File: config.mk
export PLATFORM = sky130hd
export DESIGN_NAME = result_readback
export DESIGN_NICKNAME = d
export VERILOG_FILES = /design/src/rtl/rb_pkg.sv /design/src/rtl/rb_word_assembler.sv /design/src/rtl/result_readback.sv
export SDC_FILE = /design/constraint.sdc
export NUM_CORES = 1
export LEC_CHECK = 0
export CAP_MARGIN = 20
export CORE_MARGIN = 10
export CORE_UTILIZATION = 35
export DETAILED_ROUTE_END_ITERATION = 12
export PLACE_DENSITY = 0.77
export RECOVER_POWER = 50
export SLEW_MARGIN = 20
export SYNTH_ARGS = -nofsm -noshare
export SYNTH_HDL_FRONTEND = slang
export SYNTH_HIERARCHICAL = 1
export SYNTH_SLANG_ARGS = --single-unit
File: constraint.sdc
create_clock -name CLOCK_50 -period 1.6 [get_ports CLOCK_50]
set_input_delay 0.24 -clock CLOCK_50 [delete_from_list [all_inputs] [get_ports CLOCK_50]]
set_output_delay 0.24 -clock CLOCK_50 [all_outputs]
set_load 0.1 [all_outputs]
File: src/rtl/rb_pkg.sv
// ---------------------------------------------------------------------------
// rb_pkg
// Shared definitions for the result readback block: the readback FSM state
// encoding, the fixed word size in bytes, and the helper that locates the
// result matrix in the CPU data memory.
//
// Optional feature macro used by the importing files: RB_STATS_EN
// ---------------------------------------------------------------------------
package rb_pkg;

    // Result words are always 4 bytes wide; the assembler and the address
    // stepping both rely on this.
    localparam int BYTES_PER_WORD = 4;

    // Readback FSM states. STATS is only reachable when RB_STATS_EN is set.
    typedef enum logic [2:0] {
        IDLE    = 3'd0,
        FETCH   = 3'd1,
        CAPTURE = 3'd2,
        PRESENT = 3'd3,
        STATS   = 3'd4
    } rb_state_t;

    // The CPU program places the M result words directly after the MxN
    // input matrix and the N-element vector, so the first result byte sits
    // at M*N*4 + N*4.
    function automatic int result_base(input int m, input int n);
        return m * n * BYTES_PER_WORD + n * BYTES_PER_WORD;
    endfunction

endpackage

File: src/rtl/rb_word_assembler.sv
// ---------------------------------------------------------------------------
// rb_word_assembler
// Four-byte big-endian shift register. Each enabled shift pushes the new
// byte into the low end, so the first byte shifted in ends up in the most
// significant byte once four shifts have happened.
//
// Ports:
//   clk      in   clock, rising edge
//   reset    in   synchronous active-high reset, clears the word
//   clear    in   synchronous clear before a new word is assembled
//   shift    in   shift byte_in into the low byte
//   byte_in  in   8-bit byte from the data memory
//   word     out  assembled word (8*BYTES_PER_WORD bits)
// ---------------------------------------------------------------------------
module rb_word_assembler
    import rb_pkg::*;
(
    input  logic                          clk,
    input  logic                          reset,
    input  logic                          clear,
    input  logic                          shift,
    input  logic [7:0]                    byte_in,
    output logic [8*BYTES_PER_WORD-1:0]   word
);

    // Shift register holding the word under construction. Reset and clear
    // take priority so a half-built word never leaks into the next one.
    always_ff @(posedge clk) begin
        if (reset || clear) begin
            word <= '0;
        end else if (shift) begin
            word <= {word[8*BYTES_PER_WORD-9:0], byte_in};
        end
    end

endmodule

File: src/rtl/result_readback.sv
// ---------------------------------------------------------------------------
// result_readback
// Post-run reader for the RISC-V CPU's byte-addressed data memory. When the
// CPU's done flag rises, the M big-endian result words starting at
// result_base(M,N) are fetched byte by byte, assembled, and streamed out one
// word per valid/ready transfer. With RB_STATS_EN defined, a final word
// {clock_count, instr_cnt} captured at the trigger follows the results.
//
// Parameters:
//   M       number of matrix rows = number of result words
//   N       number of matrix columns
//   WIDTH   output word width, must be 32
//   ADDR_W  data memory byte-address width
//
// Ports:
//   CLOCK_50     in   system clock, rising edge
//   reset        in   synchronous active-high reset
//   done         in   CPU end-of-program flag (rising edge triggers)
//   clock_count  in   CPU cycle counter
//   instr_cnt    in   CPU retired-instruction counter
//   mem_addr     out  data memory byte read address
//   mem_rd       out  data memory read strobe
//   mem_rdata    in   read byte, valid one cycle after the address
//   out_data     out  assembled output word
//   out_valid    out  out_data is valid
//   out_ready    in   consumer accepts the current word
//   out_last     out  final word of the stream
//   busy         out  high from trigger until the last word is accepted
//
// Optional feature macro: RB_STATS_EN (append the stats snapshot word)
// ---------------------------------------------------------------------------
module result_readback
    import rb_pkg::*;
#(
    parameter int M      = 3,
    parameter int N      = 4,
    parameter int WIDTH  = 32,
    parameter int ADDR_W = 8
) (
    input  logic              CLOCK_50,
    input  logic              reset,
    input  logic              done,
    input  logic [15:0]       clock_count,
    input  logic [15:0]       instr_cnt,
    output logic [ADDR_W-1:0] mem_addr,
    output logic              mem_rd,
    input  logic [7:0]        mem_rdata,
    output logic [WIDTH-1:0]  out_data,
    output logic              out_valid,
    input  logic              out_ready,
    output logic              out_last,
    output logic              busy
);

    localparam int WORD_W = (M > 1) ? $clog2(M) : 1;
    localparam logic [ADDR_W-1:0] BASE_ADDR = ADDR_W'(result_base(M, N));
    localparam logic [WORD_W-1:0] LAST_WORD = WORD_W'(M - 1);

    rb_state_t         state;
    rb_state_t         state_next;
    logic [WORD_W-1:0] word_idx;
    logic [WORD_W-1:0] word_next;
    logic [1:0]        byte_idx;
    logic [1:0]        byte_next;
    logic              done_q;
    logic              rd_q;
    logic              trigger;
    logic              asm_clear;
    logic [31:0]       asm_word;

    // Only a low-to-high done seen while idle starts a readback; done_q
    // resets high so a done already asserted at reset is not an edge.
    assign trigger = (state == IDLE) && done && !done_q;
    assign busy    = (state != IDLE);

    // The memory returns a byte one cycle after its address, so the shift
    // enable is simply the read strobe delayed by one cycle. This makes
    // the fourth byte land during CAPTURE, after mem_rd has dropped.
    rb_word_assembler u_assembler (
        .clk     (CLOCK_50),
        .reset   (reset),
        .clear   (asm_clear),
        .shift   (rd_q),
        .byte_in (mem_rdata),
        .word    (asm_word)
    );

`ifdef RB_STATS_EN
    logic [31:0] stats;

    // Counter snapshot taken on the trigger edge so the stats word reports
    // the counters as they were when the CPU finished, not at readout.
    always_ff @(posedge CLOCK_50) begin
        if (reset) begin
            stats <= '0;
        end else if (trigger) begin
            stats <= {clock_count, instr_cnt};
        end
    end

    // The stats word replaces the assembled word only while in STATS.
    assign out_data = (state == STATS) ? stats : asm_word;
`else
    logic [31:0] unused_counters;

    assign unused_counters = {clock_count, instr_cnt};
    assign out_data        = asm_word;
`endif

    // State, word/byte counters, the done edge detector and the delayed
    // read strobe. A reset anywhere drops straight back to idle, discarding
    // any partially built word.
    always_ff @(posedge CLOCK_50) begin
        if (reset) begin
            state    <= IDLE;
            word_idx <= '0;
            byte_idx <= '0;
            done_q   <= 1'b1;
            rd_q     <= 1'b0;
        end else begin
            state    <= state_next;
            word_idx <= word_next;
            byte_idx <= byte_next;
            done_q   <= done;
            rd_q     <= mem_rd;
        end
    end

    // Next-state and output decode. Outputs come from the state register
    // only, so there is no combinational path from out_ready to out_valid.
    // The address is BASE + 4*word + byte, formed by concatenation and
    // wrapping naturally at ADDR_W bits.
    always_comb begin
        state_next = state;
        word_next  = word_idx;
        byte_next  = byte_idx;
        asm_clear  = 1'b0;
        mem_rd     = 1'b0;
        mem_addr   = '0;
        out_valid  = 1'b0;
        out_last   = 1'b0;

        case (state)
            IDLE: begin
                if (trigger) begin
                    state_next = FETCH;
                    word_next  = '0;
                    byte_next  = '0;
                    asm_clear  = 1'b1;
                end
            end

            FETCH: begin
                mem_rd    = 1'b1;
                mem_addr  = BASE_ADDR + ADDR_W'({word_idx, byte_idx});
                byte_next = byte_idx + 2'd1;
                if (byte_idx == 2'd3) begin
                    state_next = CAPTURE;
                end
            end

            CAPTURE: begin
                state_next = PRESENT;
            end

            PRESENT: begin
                out_valid = 1'b1;
`ifdef RB_STATS_EN
                out_last  = 1'b0;
`else
                out_last  = (word_idx == LAST_WORD);
`endif
                if (out_ready) begin
                    if (word_idx != LAST_WORD) begin
                        word_next  = word_idx + WORD_W'(1);
                        byte_next  = '0;
                        asm_clear  = 1'b1;
                        state_next = FETCH;
                    end else begin
`ifdef RB_STATS_EN
                        state_next = STATS;
`else
                        state_next = IDLE;
`endif
                    end
                end
            end

            STATS: begin
                out_valid = 1'b1;
                out_last  = 1'b1;
                if (out_ready) begin
                    state_next = IDLE;
                end
            end

            default: begin
                state_next = IDLE;
            end
        endcase
    end

endmodule
==> impl_metrics.py <==
metrics = {
    "timing": {
        "fin_crit_sh": 0.964,
        "hold_viol": 0,
        "setup_viol": 0,
        "tightest_slew_ns": 0.574,
        "post-route-min-period_ns": 1.54,
        "whs_ns": 0.495,
        "slew_violations": 0,
        "relSlewSlack": 0.619,
        "fmax_mhz": 648,
        "skew_ns": 0.00907,
    },
    "critical_path": {
        "worstPathArrival_ns": 1.30,
        "critPathLaunchType": "flip-flop",
        "critPathKind": "flip-flop to output port",
        "worst-path-max-fanout": 5,
        "end_kind": "output port",
        "worst_r2r_path_depth": 7,
        "required_ns": 1.36,
    },
    "logic_synthesis": {
        "async_flop_share": 0,
        "synth.top_cells.by_area": "dfxtp_1 48%, mux2i_1 20%, nor2_1 8.7%",
        "ys.flop_type": "dfxtp_1",
        "synth_cells": 165,
        "yosysTopAreaCell": "dfxtp_1",
        "synth.distinct_cells": 28,
        "synthTopCellsByCount": "40 x dfxtp_1, 39 x nor2_1, 34 x mux2i_1",
        "syn-cell-area_mm2": 0.00169,
        "synth_top_area_share": 0.475,
        "syn_avg_cell_area_um2": 10.2,
        "synth-seq-cells": 40,
        "synth_most_common_cell": "dfxtp_1",
        "ys_seq_area_frac": 0.475,
        "ys_warn_count": 6,
        "synth-edff-count": 0,
    },
    "cts": {
        "htreeDepth": 2,
        "cts_buffers": 5,
        "clk_pin_slew_worst_paths_ns": 0.07,
        "cts-root-buf": "clkbuf_8",
        "cts_hold_buf": 0,
        "cts_tree": "built",
        "cts_sinks": 40,
        "clock_latency_ns": 0.28,
        "cts_buffer_depth": 2,
    },
    "flow_run": {
        "maxCapViolations": 0,
    },
    "route": {
        "drt-vias-per-instance": 4.83,
        "route.vias.total": 1342,
        "route.detailed.drc": 0,
        "wirelength_mm": 4.33,
        "postRouteAntennaNets": 0,
        "first_pass_iters": 4,
        "drtIter0Drc": 34,
        "wire_per_inst_um": 15.6,
    },
    "run_status": {
        "status": "finished clean",
    },
    "floorplan": {
        "rows": 25,
        "start_util": 0.359,
        "die_w_um": 89.4,
        "die_area_mm2": 0.00799,
        "boundaryPins": 88,
        "core_mm2": 0.00469,
        "die_y_um": 89.4,
    },
    "placed_design": {
        "place.gp.congestion": 0.827,
        "dpl.cell_count": 268,
        "hpwl_mm": 3.02,
        "place_area_mm2": 0.00273,
        "io_buffers": 52,
    },
    "power_and_ir_drop": {
        "vdd_drop_max_v": 0.00173,
        "power_density_mw_per_mm2": 1580,
        "p_leak_nw": 0.993,
    },
    "global_routing": {
        "grt_pass1_wl_mm": 6.47,
        "grt_antenna_before_repair": 0,
        "grt_pass1_vias": 1306,
        "grtUsageTotal": 0.103,
        "grt_max_degree": 33,
        "grt.overflow.total": 0,
    },
    "hold_path": {
        "holdPathStages": 2,
        "hold_path_class": "flip-flop to flip-flop",
    },
    "cells_and_area": {
        "final_nets": 274,
        "drive_above_1_share": 0.366,
        "n_antenna_cell": 0,
        "fin_area_mm2": 0.00243,
        "area_delta_synth_final_pct": 44.0,
        "final_cells": 278,
    },
}
==> metal layers <==
layer / GRT usage / vias to the layer above / share of wire / wire, µm
met5: 0 / - / 0 / 0
met4: 0.0303 / 0 / 0.0074 / 32
met3: 0.0438 / 4 / 0.059 / 255
met2: 0.154 / 49 / 0.45 / 1950
met1: 0.130 / 628 / 0.48 / 2090
li1: - / 661 / - / -
==> critical path: stages, from the launching register on <==
cell        delay [ns]
dfxtp_4           0.38
inv_2             0.08
ha_4              0.17
clkinvlp_4        0.10
buf_4             0.14
buf_12            0.16
==> path summary, 6_finish.rpt <==
check	start	end	slack, ns
worst min-delay path	u_assembler/word[30]$_SDFFE_PP0P_	u_assembler/word[30]$_SDFFE_PP0P_	0.50
worst max-delay path	state[0]$_SDFFE_PP0P_	busy	0.06
worst min register to register	u_assembler/word[30]$_SDFFE_PP0P_	u_assembler/word[30]$_SDFFE_PP0P_	0.50
worst max register to register	state[0]$_SDFFE_PP0P_	u_assembler/word[8]$_SDFFE_PP0P_	0.06
==> registers in the layout, summed over array words and instances, names as in the netlist <==
| register | count |
|---|---|
| rd_q | 1 |
| u_assembler/word | 32 |
| word_idx | 2 |
| done_q | 1 |
| byte_idx | 2 |
| state | 2 |
==> stage by stage <==
stage               total power [mW]  utilization  setup TNS (ns)  setup WS [ns]
finish                          3.85        0.517               0         0.0576
global route                    4.00        0.517         -0.0196        -0.0115
CTS                             3.91        0.613               0        0.00154
detailed placement              2.93        0.582           -1.82         -0.135
global placement                2.90        0.582           -1.19        -0.0926
floorplan                       2.40            -          -11.41         -0.340
==> kinds of logic after synthesis <==
group | share of synthesized area
AND/OR/NAND/NOR | 0.143
adder cells (fa/ha/maj) | 0.0445
flip-flops | 0.475
multiplexers | 0.202
AO/OA/AOI/OAI | 0.0483
buffers and inverters | 0.0854
other | 0.00223
==> layout by cell type, fill, tap and decap left out, drive strengths merged <==
cell type | Yosys | final
o31ai | 1 | 1
a21oi | 1 | 1
clkdlybuf4s50 | 0 | 11
nand4 | 1 | 1
nand3b | 1 | 1
a222oi | 1 | 1
nor3 | 2 | 2
ha | 6 | 6
a221oi | 2 | 2
buf | 12 | 20
nor2b | 1 | 1
a22oi | 1 | 1
a211oi | 1 | 1
conb | 1 | 3
dfxtp | 40 | 40
a221o | 1 | 1
nand2b | 3 | 3
and2 | 4 | 4
clkbuf | 2 | 38
clkinvlp | 0 | 1
nor2 | 39 | 39
bufinv | 0 | 2
mux2i | 34 | 34
inv | 8 | 7
o2bb2a | 1 | 1
or2 | 2 | 2
==> power breakdown <==
group / switching, mW / leakage [nW] / total [mW] / internal, mW
Combinational: 1.09 / 0.604 / 1.76 / 0.665
Clock: 0.331 / 0.0642 / 0.945 / 0.614
Sequential: 0.0746 / 0.325 / 1.14 / 1.07
Total: 1.50 / 0.993 / 3.85 / 2.35
==> repair_timing <==
| action | in CTS | in global routing |
|---|---|---|
| cloned | 0 | 1 |
| resized for setup | 3 | 5 |
| buffers inserted | 0 | 2 |
| pin swaps | 1 | 2 |
| endpoints found under the setup margin | 1 | 37 |
==> layout make-up <==
class,instances,area [µm²]
fill,430,2260
tap,54,67.6
multi-input combinational,105,831
timing repair buffer,64,557
inverter,8,36.3
clock buffer,5,68.8
sequential,40,807
clock inverter,2,60.1
No activity file was read; power rests on OpenSTA's default activity.
